File: src/rtl/ifetch_pkg.sv
// Shared constants and types for the AXI instruction-fetch front end.
package ifetch_pkg;

    localparam logic [1:0]  AXI_RESP_OKAY   = 2'b00;
    localparam logic [1:0]  AXI_RESP_EXOKAY = 2'b01;
    localparam logic [1:0]  AXI_RESP_SLVERR = 2'b10;
    localparam logic [1:0]  AXI_RESP_DECERR = 2'b11;
    localparam logic [1:0]  AXI_BURST_INCR  = 2'b01;
    localparam logic [2:0]  AXI_SIZE_4B     = 3'b010;
    localparam logic [2:0]  AXI_PROT_INSTR  = 3'b100;
    localparam logic [31:0] RV_NOP          = 32'h0000_0013;

    typedef struct packed {
        logic        err;
        logic [31:0] pc;
        logic [31:0] instr;
    } fetch_entry_t;

    function automatic logic [31:0] align_word(input logic [31:0] addr);
        return {addr[31:2], 2'b00};
    endfunction

endpackage

File: src/rtl/ifetch_queue.sv
// Show-ahead synchronous FIFO with flush; the head is forced to zero while empty.
module ifetch_queue #(
    parameter int W     = 65,
    parameter int DEPTH = 4
) (
    input  logic                   clk,
    input  logic                   rst_n,
    input  logic                   flush_i,
    input  logic                   push_i,
    input  logic [W-1:0]           wdata_i,
    input  logic                   pop_i,
    output logic [W-1:0]           rdata_o,
    output logic [$clog2(DEPTH):0] count_o
);
    localparam int AW = $clog2(DEPTH);
    localparam logic [AW:0] FULL = (AW+1)'(DEPTH);

    logic [W-1:0]  mem_q [DEPTH];
    logic [AW-1:0] wr_q, rd_q;
    logic [AW:0]   cnt_q;
    logic          do_push, do_pop;

    assign do_push = push_i && (cnt_q != FULL);
    assign do_pop  = pop_i && (cnt_q != '0);
    assign rdata_o = (cnt_q != '0) ? mem_q[rd_q] : '0;
    assign count_o = cnt_q;

    always_ff @(posedge clk) begin
        if (do_push && !flush_i) begin
            mem_q[wr_q] <= wdata_i;
        end
    end

    always_ff @(posedge clk or negedge rst_n) begin
        if (!rst_n) begin
            wr_q  <= '0;
            rd_q  <= '0;
            cnt_q <= '0;
        end else if (flush_i) begin
            wr_q  <= '0;
            rd_q  <= '0;
            cnt_q <= '0;
        end else begin
            if (do_push) wr_q <= wr_q + 1'b1;
            if (do_pop)  rd_q <= rd_q + 1'b1;
            cnt_q <= cnt_q + (AW+1)'(do_push) - (AW+1)'(do_pop);
        end
    end

endmodule

File: src/rtl/axi_ifetch_unit.sv
// AXI4 single-beat instruction fetcher with a credit-limited prefetch queue and
// redirect handling that discards wrong-path beats still on the bus.
module axi_ifetch_unit
    import ifetch_pkg::*;
#(
    parameter logic [31:0] RESET_PC = 32'h0000_0000,
    parameter int          QDEPTH   = 4,
    parameter int          ID_W     = 4
) (
    input  logic            clk,
    input  logic            rst_n,
    input  logic            redirect_i,
    input  logic [31:0]     redirect_pc_i,
    output logic            instr_valid_o,
    input  logic            instr_ready_i,
    output logic [31:0]     instr_o,
    output logic [31:0]     pc_o,
    output logic            fetch_err_o,
    output logic            m_arvalid,
    input  logic            m_arready,
    output logic [31:0]     m_araddr,
    output logic [ID_W-1:0] m_arid,
    output logic [7:0]      m_arlen,
    output logic [2:0]      m_arsize,
    output logic [1:0]      m_arburst,
    output logic [2:0]      m_arprot,
    input  logic            m_rvalid,
    output logic            m_rready,
    input  logic [31:0]     m_rdata,
    input  logic [1:0]      m_rresp,
    input  logic            m_rlast
);
    localparam int            CW         = $clog2(QDEPTH) + 1;
    localparam logic [CW+1:0] CREDIT_MAX = (CW+2)'(QDEPTH);

    logic          arvalid_q, arvalid_d;
    logic [31:0]   araddr_q, araddr_d;
    logic [31:0]   fetch_pc_q, fetch_pc_d;
    logic          stale_ar_q, stale_ar_d;
    logic [CW-1:0] drop_q, drop_d;

    logic          ar_hs, ar_live, ar_stale, r_drop, r_live;
    logic [CW-1:0] pcq_count, fq_count, live_next;
    logic [CW+1:0] credit_used;
    logic [31:0]   pc_head, redirect_base;
    fetch_entry_t  push_entry, head_entry;
    logic          unused_rlast;

    // A stale AR is one still pending when a redirect arrived; it belongs to drop_cnt.
    assign ar_hs         = arvalid_q & m_arready;
    assign ar_live       = ar_hs & ~stale_ar_q;
    assign ar_stale      = ar_hs & stale_ar_q;
    assign r_drop        = m_rvalid & (drop_q != '0);
    assign r_live        = m_rvalid & (drop_q == '0);
    assign redirect_base = align_word(redirect_pc_i);
    assign unused_rlast  = m_rlast;

    // The PC FIFO occupancy is exactly the number of live outstanding ARs.
    ifetch_queue #(.W(32), .DEPTH(QDEPTH)) u_pc_fifo (
        .clk     (clk),
        .rst_n   (rst_n),
        .flush_i (redirect_i),
        .push_i  (ar_live & ~redirect_i),
        .wdata_i (araddr_q),
        .pop_i   (r_live),
        .rdata_o (pc_head),
        .count_o (pcq_count)
    );

    always_comb begin
        push_entry.err   = (m_rresp != AXI_RESP_OKAY);
        push_entry.pc    = pc_head;
        push_entry.instr = push_entry.err ? RV_NOP : m_rdata;
    end

    ifetch_queue #(.W($bits(fetch_entry_t)), .DEPTH(QDEPTH)) u_fetch_q (
        .clk     (clk),
        .rst_n   (rst_n),
        .flush_i (redirect_i),
        .push_i  (r_live & ~redirect_i),
        .wdata_i (push_entry),
        .pop_i   (instr_valid_o & instr_ready_i),
        .rdata_o (head_entry),
        .count_o (fq_count)
    );

    assign instr_valid_o = (fq_count != '0);
    assign instr_o       = head_entry.instr;
    assign pc_o          = head_entry.pc;
    assign fetch_err_o   = head_entry.err;

    assign live_next   = pcq_count + CW'(ar_live) - CW'(r_live);
    assign credit_used = (CW+2)'(pcq_count) + (CW+2)'(fq_count) + (CW+2)'(drop_q);

    always_comb begin
        arvalid_d  = arvalid_q;
        araddr_d   = araddr_q;
        fetch_pc_d = fetch_pc_q;
        stale_ar_d = stale_ar_q;
        drop_d     = drop_q - CW'(r_drop) + CW'(ar_stale);
        if (redirect_i) begin
            fetch_pc_d = redirect_base;
            drop_d     = drop_d + live_next;
        end else if (ar_live) begin
            fetch_pc_d = fetch_pc_q + 32'd4;
        end
        if (ar_hs) begin
            arvalid_d  = 1'b0;
            stale_ar_d = 1'b0;
        end else if (arvalid_q) begin
            if (redirect_i) stale_ar_d = 1'b1;
        end else if (credit_used < CREDIT_MAX) begin
            arvalid_d = 1'b1;
            araddr_d  = redirect_i ? redirect_base : fetch_pc_q;
        end
    end

    always_ff @(posedge clk or negedge rst_n) begin
        if (!rst_n) begin
            arvalid_q  <= 1'b0;
            araddr_q   <= RESET_PC;
            fetch_pc_q <= RESET_PC;
            stale_ar_q <= 1'b0;
            drop_q     <= '0;
        end else begin
            arvalid_q  <= arvalid_d;
            araddr_q   <= araddr_d;
            fetch_pc_q <= fetch_pc_d;
            stale_ar_q <= stale_ar_d;
            drop_q     <= drop_d;
        end
    end

    assign m_arvalid = arvalid_q;
    assign m_araddr  = araddr_q;
    assign m_arid    = '0;
    assign m_arlen   = 8'd0;
    assign m_arsize  = AXI_SIZE_4B;
    assign m_arburst = AXI_BURST_INCR;
    assign m_arprot  = AXI_PROT_INSTR;
    assign m_rready  = rst_n;

endmodule
File: config.mk
export PLATFORM = sky130hd
export DESIGN_NAME = axi_ifetch_unit
export DESIGN_NICKNAME = d
export VERILOG_FILES = /design/src/rtl/ifetch_pkg.sv /design/src/rtl/ifetch_queue.sv /design/src/rtl/axi_ifetch_unit.sv
export SDC_FILE = /design/constraint.sdc
export NUM_CORES = 1
export LEC_CHECK = 0
export ABC_AREA = 1
export CAP_MARGIN = 10
export CORE_MARGIN = 1.5
export CORE_UTILIZATION = 57
export CTS_CLUSTER_DIAMETER = 100
export DETAILED_ROUTE_END_ITERATION = 10
export GPL_TIMING_DRIVEN = 0
export PLACE_DENSITY_LB_ADDON = 0.25
export SYNTH_ARGS = -nofsm -noshare
export SYNTH_HDL_FRONTEND = slang
export SYNTH_SLANG_ARGS = --single-unit
export TNS_END_PERCENT = 30
File: constraint.sdc
create_clock -name clk -period 5.31 [get_ports clk]
set_input_delay 1.062 -clock clk [delete_from_list [all_inputs] [get_ports clk]]
set_output_delay 1.062 -clock clk [all_outputs]
set_load 0.02 [all_outputs]
**Yosys cells after proc, flatten, opt, wreduce, memory -nomap -nowiden**

Memory sizes are Yosys's and may differ from the RTL's.
Index checks and enable logic that the tools add are counted.

- Add/subtract/negate cells: 16
- Multiply operators: 0
- Div/mod/pow operators: 0
- Magnitude comparators: 1
- Equal/unequal tests: 2
- Shift operators: 0
- Multiplexer cells: 27
- Bitwise logic cells: 12
- Reduce and logical (&&, ||, !) cells: 21

Operators with widths:

| operator | number |
|---|---|
| two-way mux 32 bit | 5 |
| two-way mux 65 bit | 1 |
| adder 32 x 3 -> 32 bit (second input constant) | 1 |
| two-way mux 2 bit | 8 |
| nonzero test 2 bit | 8 |
| adder 3 x 1 -> 3 bit | 4 |
| subtractor 3 x 1 -> 3 bit | 4 |
| two-way mux 1 bit | 10 |
| two-way mux 3 bit | 3 |
| nonzero test 3 bit | 3 |
| adder 2 x 1 -> 2 bit (second input constant) | 4 |
| bitwise AND 1 bit | 8 |
| logical AND 1 bit | 6 |
| inequality test 3 bit (second input constant) | 2 |
| adder 4 x 3 -> 5 bit | 1 |
| < comparator 5 x 3 -> 1 bit (second input constant) | 1 |
| adder 3 x 3 -> 4 bit | 1 |
| NOT 1 bit | 4 |
| adder 3 bit | 1 |
| zero test 3 bit | 1 |
| AND reduction 3 bit | 1 |
| AND reduction 2 bit | 1 |
| zero test 1 bit | 1 |

- Register bits after elaboration: 83
- Latch bits: 0
- Bits in writable memories: 388
- Memory bits (read-only): 0
- Input bits: 73
- Output and inout bits: 120
- Logic and storage cells: 92
- Memories: 2

Memories:

| name | depth | bits a word | rd ports | clocked after Yosys merged registers in | wr ports | line | RTL |
|---|---|---|---|---|---|---|---|
| u_fetch_q.mem_q | 4 | 65 | 1 | 0 | 1 | ifetch_queue.sv:18 | `logic [W-1:0] mem_q [DEPTH];` |
| u_pc_fifo.mem_q | 4 | 32 | 1 | 0 | 1 | ifetch_queue.sv:18 |  |

**Logic depth before layout (Yosys ltp)**

- Word-level depth: 7
- Mapped depth: 14

**Hierarchy**

A second synthesis with hierarchy kept.

- Cell total of the unflattened synthesis: 2276
- Area, all modules: 21948.6 um^2

By module, submodules not included:

| module | instances | cells each | area each (um^2) | sequential area each (um^2) |
|---|---|---|---|---|
| ifetch_queue at u_fetch_q | 1 | 1088 | 11524.8 | 7982.7 |
| ifetch_queue at u_pc_fifo | 1 | 567 | 5871.9 | 4018.9 |
| axi_ifetch_unit | 1 | 621 | 4551.9 | 1651.6 |

**Least setup slack after synthesis**

Ideal clock, no wire load.

- Path kind: input -> register
- Start point: input redirect_i
- End point: memory u_fetch_q.mem_q[0][0] (enable)
- Setup time: 0.487 ns
- Arrival: 4.369 ns
- Path slack: 0.455 ns
- Stages: 6
- Cell sequence: buf_6 inv_8 buf_6 buf_2 nand2_1 nor2_1

- Cells in the longest elaborated chain, start to end: 6
- Elaborated cells on any way between the ends: 7
- Those cells by class: mux (2); bitwise (2); reduce/logical (3)

Ends and longest elaborated chain:

| what | line | RTL |
|---|---|---|
| from (decl) | axi_ifetch_unit.sv:12 | `input logic redirect_i,` |
| NOT 1 bit | axi_ifetch_unit.sv:80 | `.push_i (r_live & ~redirect_i),` |
| bitwise AND 1 bit | axi_ifetch_unit.sv:80 |  |
| logical AND 1 bit | ifetch_queue.sv:23 | `assign do_push = push_i && (cnt_q != FULL);` |
| logical AND 1 bit * | ifetch_queue.sv:29 | `if (do_push && !flush_i) begin` |
| two-way mux 1 bit * | ifetch_queue.sv:29 |  |
| two-way mux 1 bit (not written as such) * | ifetch_queue.sv:30 | `mem_q[wr_q] <= wdata_i;` |
| to (decl) | ifetch_queue.sv:18 |  |

Mark *: on every way between the ends. The rest lies on a longest branch, timed or not.

**Worst setup path after layout**

- Start point: register u_fetch_q.rd_q[0]
- End point: output pc_o[1]

- Cells in the longest elaborated chain, start to end: 2

Ends and longest elaborated chain:

| what | line | RTL |
|---|---|---|
| from (decl) | ifetch_queue.sv:19 | `logic [AW-1:0] wr_q, rd_q;` |
| from (signal assigned) | ifetch_queue.sv:45 | `if (do_pop) rd_q <= rd_q + 1'b1;` |
| memory read (4 x 65 bit) | - |  |
| two-way mux 65 bit | ifetch_queue.sv:25 | `assign rdata_o = (cnt_q != '0) ? mem_q[rd_q] : '0;` |
| to (decl) | axi_ifetch_unit.sv:17 | `output logic [31:0] pc_o,` |

No other way between the ends.

==> flow_summary.yaml <==
status:
  status: "completed"
timing:
  fin_skew_ns: 0.0142
  slew_violations: 0
  setup_violations: 0
  holdWs_ns: 0.444
  max_slew.worst_pin.slew_ns: 1.01
  hold_viol_final: 0
  min_period_ns: 4.04
  period_share: 0.761
  relSlewSlack: 0.321
  clock.fmax_mhz: 248
  setup_ws_ns: 1.27
  rsz0062_at_grt: "false"
logic_synthesis:
  avgSynthCellArea_sq_um: 10.8
  synth_top_cell_area_share: 0.577
  synth_cell_type_count: 42
  synth-seq-cells: 460
  async_reset_ff_frac: 0.174
  synthesis.area_sq_um: 19800
  synth_seq_area_share: 0.678
  ys_top_cells_by_area: "edfxtp_1 (58%), dfrtp_1 (10%), nor2_1 (8.8%)"
  ys.flop_type: "edfxtp_1"
  netlist_instances: 1824
  synth_enable_flop_cells: 380
  yosysWarnings: 0
  yosysTopAreaCell: "edfxtp_1"
cts:
  cts_tree: "done"
  clk_pin_slew_ns: 0.06
  cts_sinks: 460
  clk_latency_ns: 0.55
  clock_path_buffers: 3
  htree_levels: 2
  post_cts_buffers: 0
  ctsResizeCount: 0
  holdBufCountCts: 0
  cts_buffers: 46
  cts-root-buf: "clkbuf_16"
finish:
  stdcell_area_sq_um: 23900
  fillCellCount: 2485
  drive_gt1_frac: 0.0897
  multi_input_area_sq_um: 5460
  diodes: 0
  area_delta_synth_final_pct: 20.6
  seqCellArea_sq_um: 13400
  fin_nets: 2170
global_route:
  antenna_found_initial: 0
  gr-usage-met2: 0.462
  grt_use_total: 0.265
  grt_max_degree: 54
  grt_pass1_vias: 13838
  grtUsageMet1: 0.346
  grt-ovfl-total: 0
  grt_pass1_wl_um: 73300
  grt-busiest-layer: "met2"
  gr-usage-met3: 0.0302
floorplan:
  die_h_um: 189
  die_area_sq_um: 35800
  num_rows: 68
  initial_core_util: 0.575
  ios: 193
  core_sq_um: 34400
  die_w_um: 189
placed_design:
  io_buffers: 168
  gp_congestion: 0.898
  place_area_sq_um: 22400
  place_hpwl_um: 31500
  place_ws_ns: 1.19
worst_setup_path:
  cp.arrival_ns: 2.98
  startpoint_type: "flop"
  critPathCaptureType: "output port"
  critical_path_class: "reg -> out"
  critPathMaxFanout: 10
  critPathRequiredTime_ns: 4.25
detailed_routing:
  vias_per_cell: 5.51
  wl_per_cell_um: 18.5
  drt-total-wl_um: 47300
  drt_iter0_markers: 1304
  vias: 14100
  firstDrtPassIters: 6
  drtAntennaViolNets: 0
  drc: 0
power:
  power_leakage_nw: 9.12
  ir_drop_mv: 0.291
  p_per_area_nw_per_um2: 498
worst_hold_path:
  min_path_type: "in -> async"
run:
  maxCapViolCount: 0
## metal layers
layer,part of all wire,wire [um]
met5,0,0
met4,0.029,1370
met3,0.078,3690
met2,0.50,23600
met1,0.39,18700
## synth_stat cells (all sizes together), types with 19 or more instances
cell type,number
clkbuf,31
nand2,188
a21oi,113
nor2,478
inv,107
buf,87
ha,19
dfrtp,80
o21ai,256
edfxtp,380
nand3,31
## logic make-up (layout without fill, tap and decap cells)
family | Yosys count | count (layout) | synth area share
AOI/OAI and AO/OA | 378 | 378 | 0.0969
xor gates and xnor gates | 7 | 7 | 0.00310
adders and majority gates | 27 | 27 | 0.0201
buffers and inverters | 226 | 490 | 0.0521
DFF | 460 | 460 | 0.678
muxes | 8 | 8 | 0.00405
other | 2 | 20 | 0.000380
and+or+nand+nor | 716 | 716 | 0.145
## cells in the final DEF (no fill, tap or decap), types with 4 or more instances in the layout
master / Yosys / final
a21oi_1: 113 / 113
buf_1: 15 / 15
buf_12: 0 / 9
buf_2: 45 / 45
buf_4: 23 / 24
buf_6: 4 / 4
clkbuf_1: 31 / 46
clkbuf_16: 0 / 48
clkbuf_8: 0 / 7
clkdlybuf4s50_1: 0 / 167
clkinv_1: 1 / 10
conb_1: 2 / 20
dfrtp_1: 80 / 80
edfxtp_1: 380 / 380
fa_1: 8 / 8
ha_1: 19 / 19
inv_1: 97 / 97
inv_2: 8 / 8
mux2i_1: 8 / 8
nand2_1: 181 / 181
nand2_2: 6 / 6
nand3_1: 28 / 28
nand4_1: 8 / 8
nor2_1: 465 / 457
nor2_2: 8 / 8
nor2_4: 4 / 12
nor3_1: 5 / 5
o211ai_1: 4 / 4
o21ai_0: 202 / 202
o21ai_1: 54 / 54
xnor2_1: 4 / 4
## metrics by stage
step	total power (W)	instances	utilization	setup TNS, ns
6_report	0.0119	2561	0.694	0
5_1_grt	0.0125	2561	0.694	0
4_1_cts	0.0119	2561	0.694	0
3_5_place_dp	0.00883	2477	0.652	0
3_3_place_gp	0.00869	2465	0.643	-450.43
2_1_floorplan	0.00706	1842	-	0
## registers in the layout, summed over array words and instances, names as in the netlist, 2 cells and up
name / flops
u_pc_fifo.wr_q: 2
u_fetch_q.mem_q: 256
u_fetch_q.wr_q: 2
u_pc_fifo.rd_q: 2
u_pc_fifo.mem_q: 124
m_araddr: 31
drop_q: 3
u_fetch_q.count_o: 3
u_fetch_q.rd_q: 2
u_pc_fifo.count_o: 3
fetch_pc_q: 30
## report_power, final
| group | switching (W) | leakage (nW) | internal [W] |
|---|---|---|---|
| logic | 0.00250 | 3.93 | 0.00148 |
| registers | 0.000382 | 4.48 | 0.00445 |
| clock network | 0.00128 | 0.704 | 0.00180 |
| total | 0.00416 | 9.12 | 0.00772 |
## final timing paths
path                       slack [ns]                end              start  depth (start not counted)
max                              1.27            pc_o[1]  u_fetch_q.rd_q[0]                          7
min in group clk                 0.52     fetch_pc_q[18]     fetch_pc_q[18]                          2
min                              0.44      fetch_pc_q[9]              rst_n                          1
min reg2reg                      0.52     fetch_pc_q[18]     fetch_pc_q[18]                          2
max reg2reg                      2.07          drop_q[2]          drop_q[1]                         14
max in group asynchronous        4.23  u_fetch_q.wr_q[0]              rst_n                          2
## area by class of cell
type	instances	area share
sequential	460	0.562
tap	455	0.0239
buffer	118	0.0258
inverter	108	0.0174
timing repair buffer	180	0.0814
clock buffer	70	0.0567
clock inverter	14	0.00383
multi-input combinational	1156	0.229
## critical path, cell delays in order, from the launching register on
cell and delay [ns]:
dfrtp_1 0.44, inv_2 0.10, buf_2 0.24, clkbuf_1 0.42, o21ai_0 0.17, a21oi_1 0.31, buf_4 0.17, clkdlybuf4s50_1 0.59
Power figures use the tool's default switching activity.
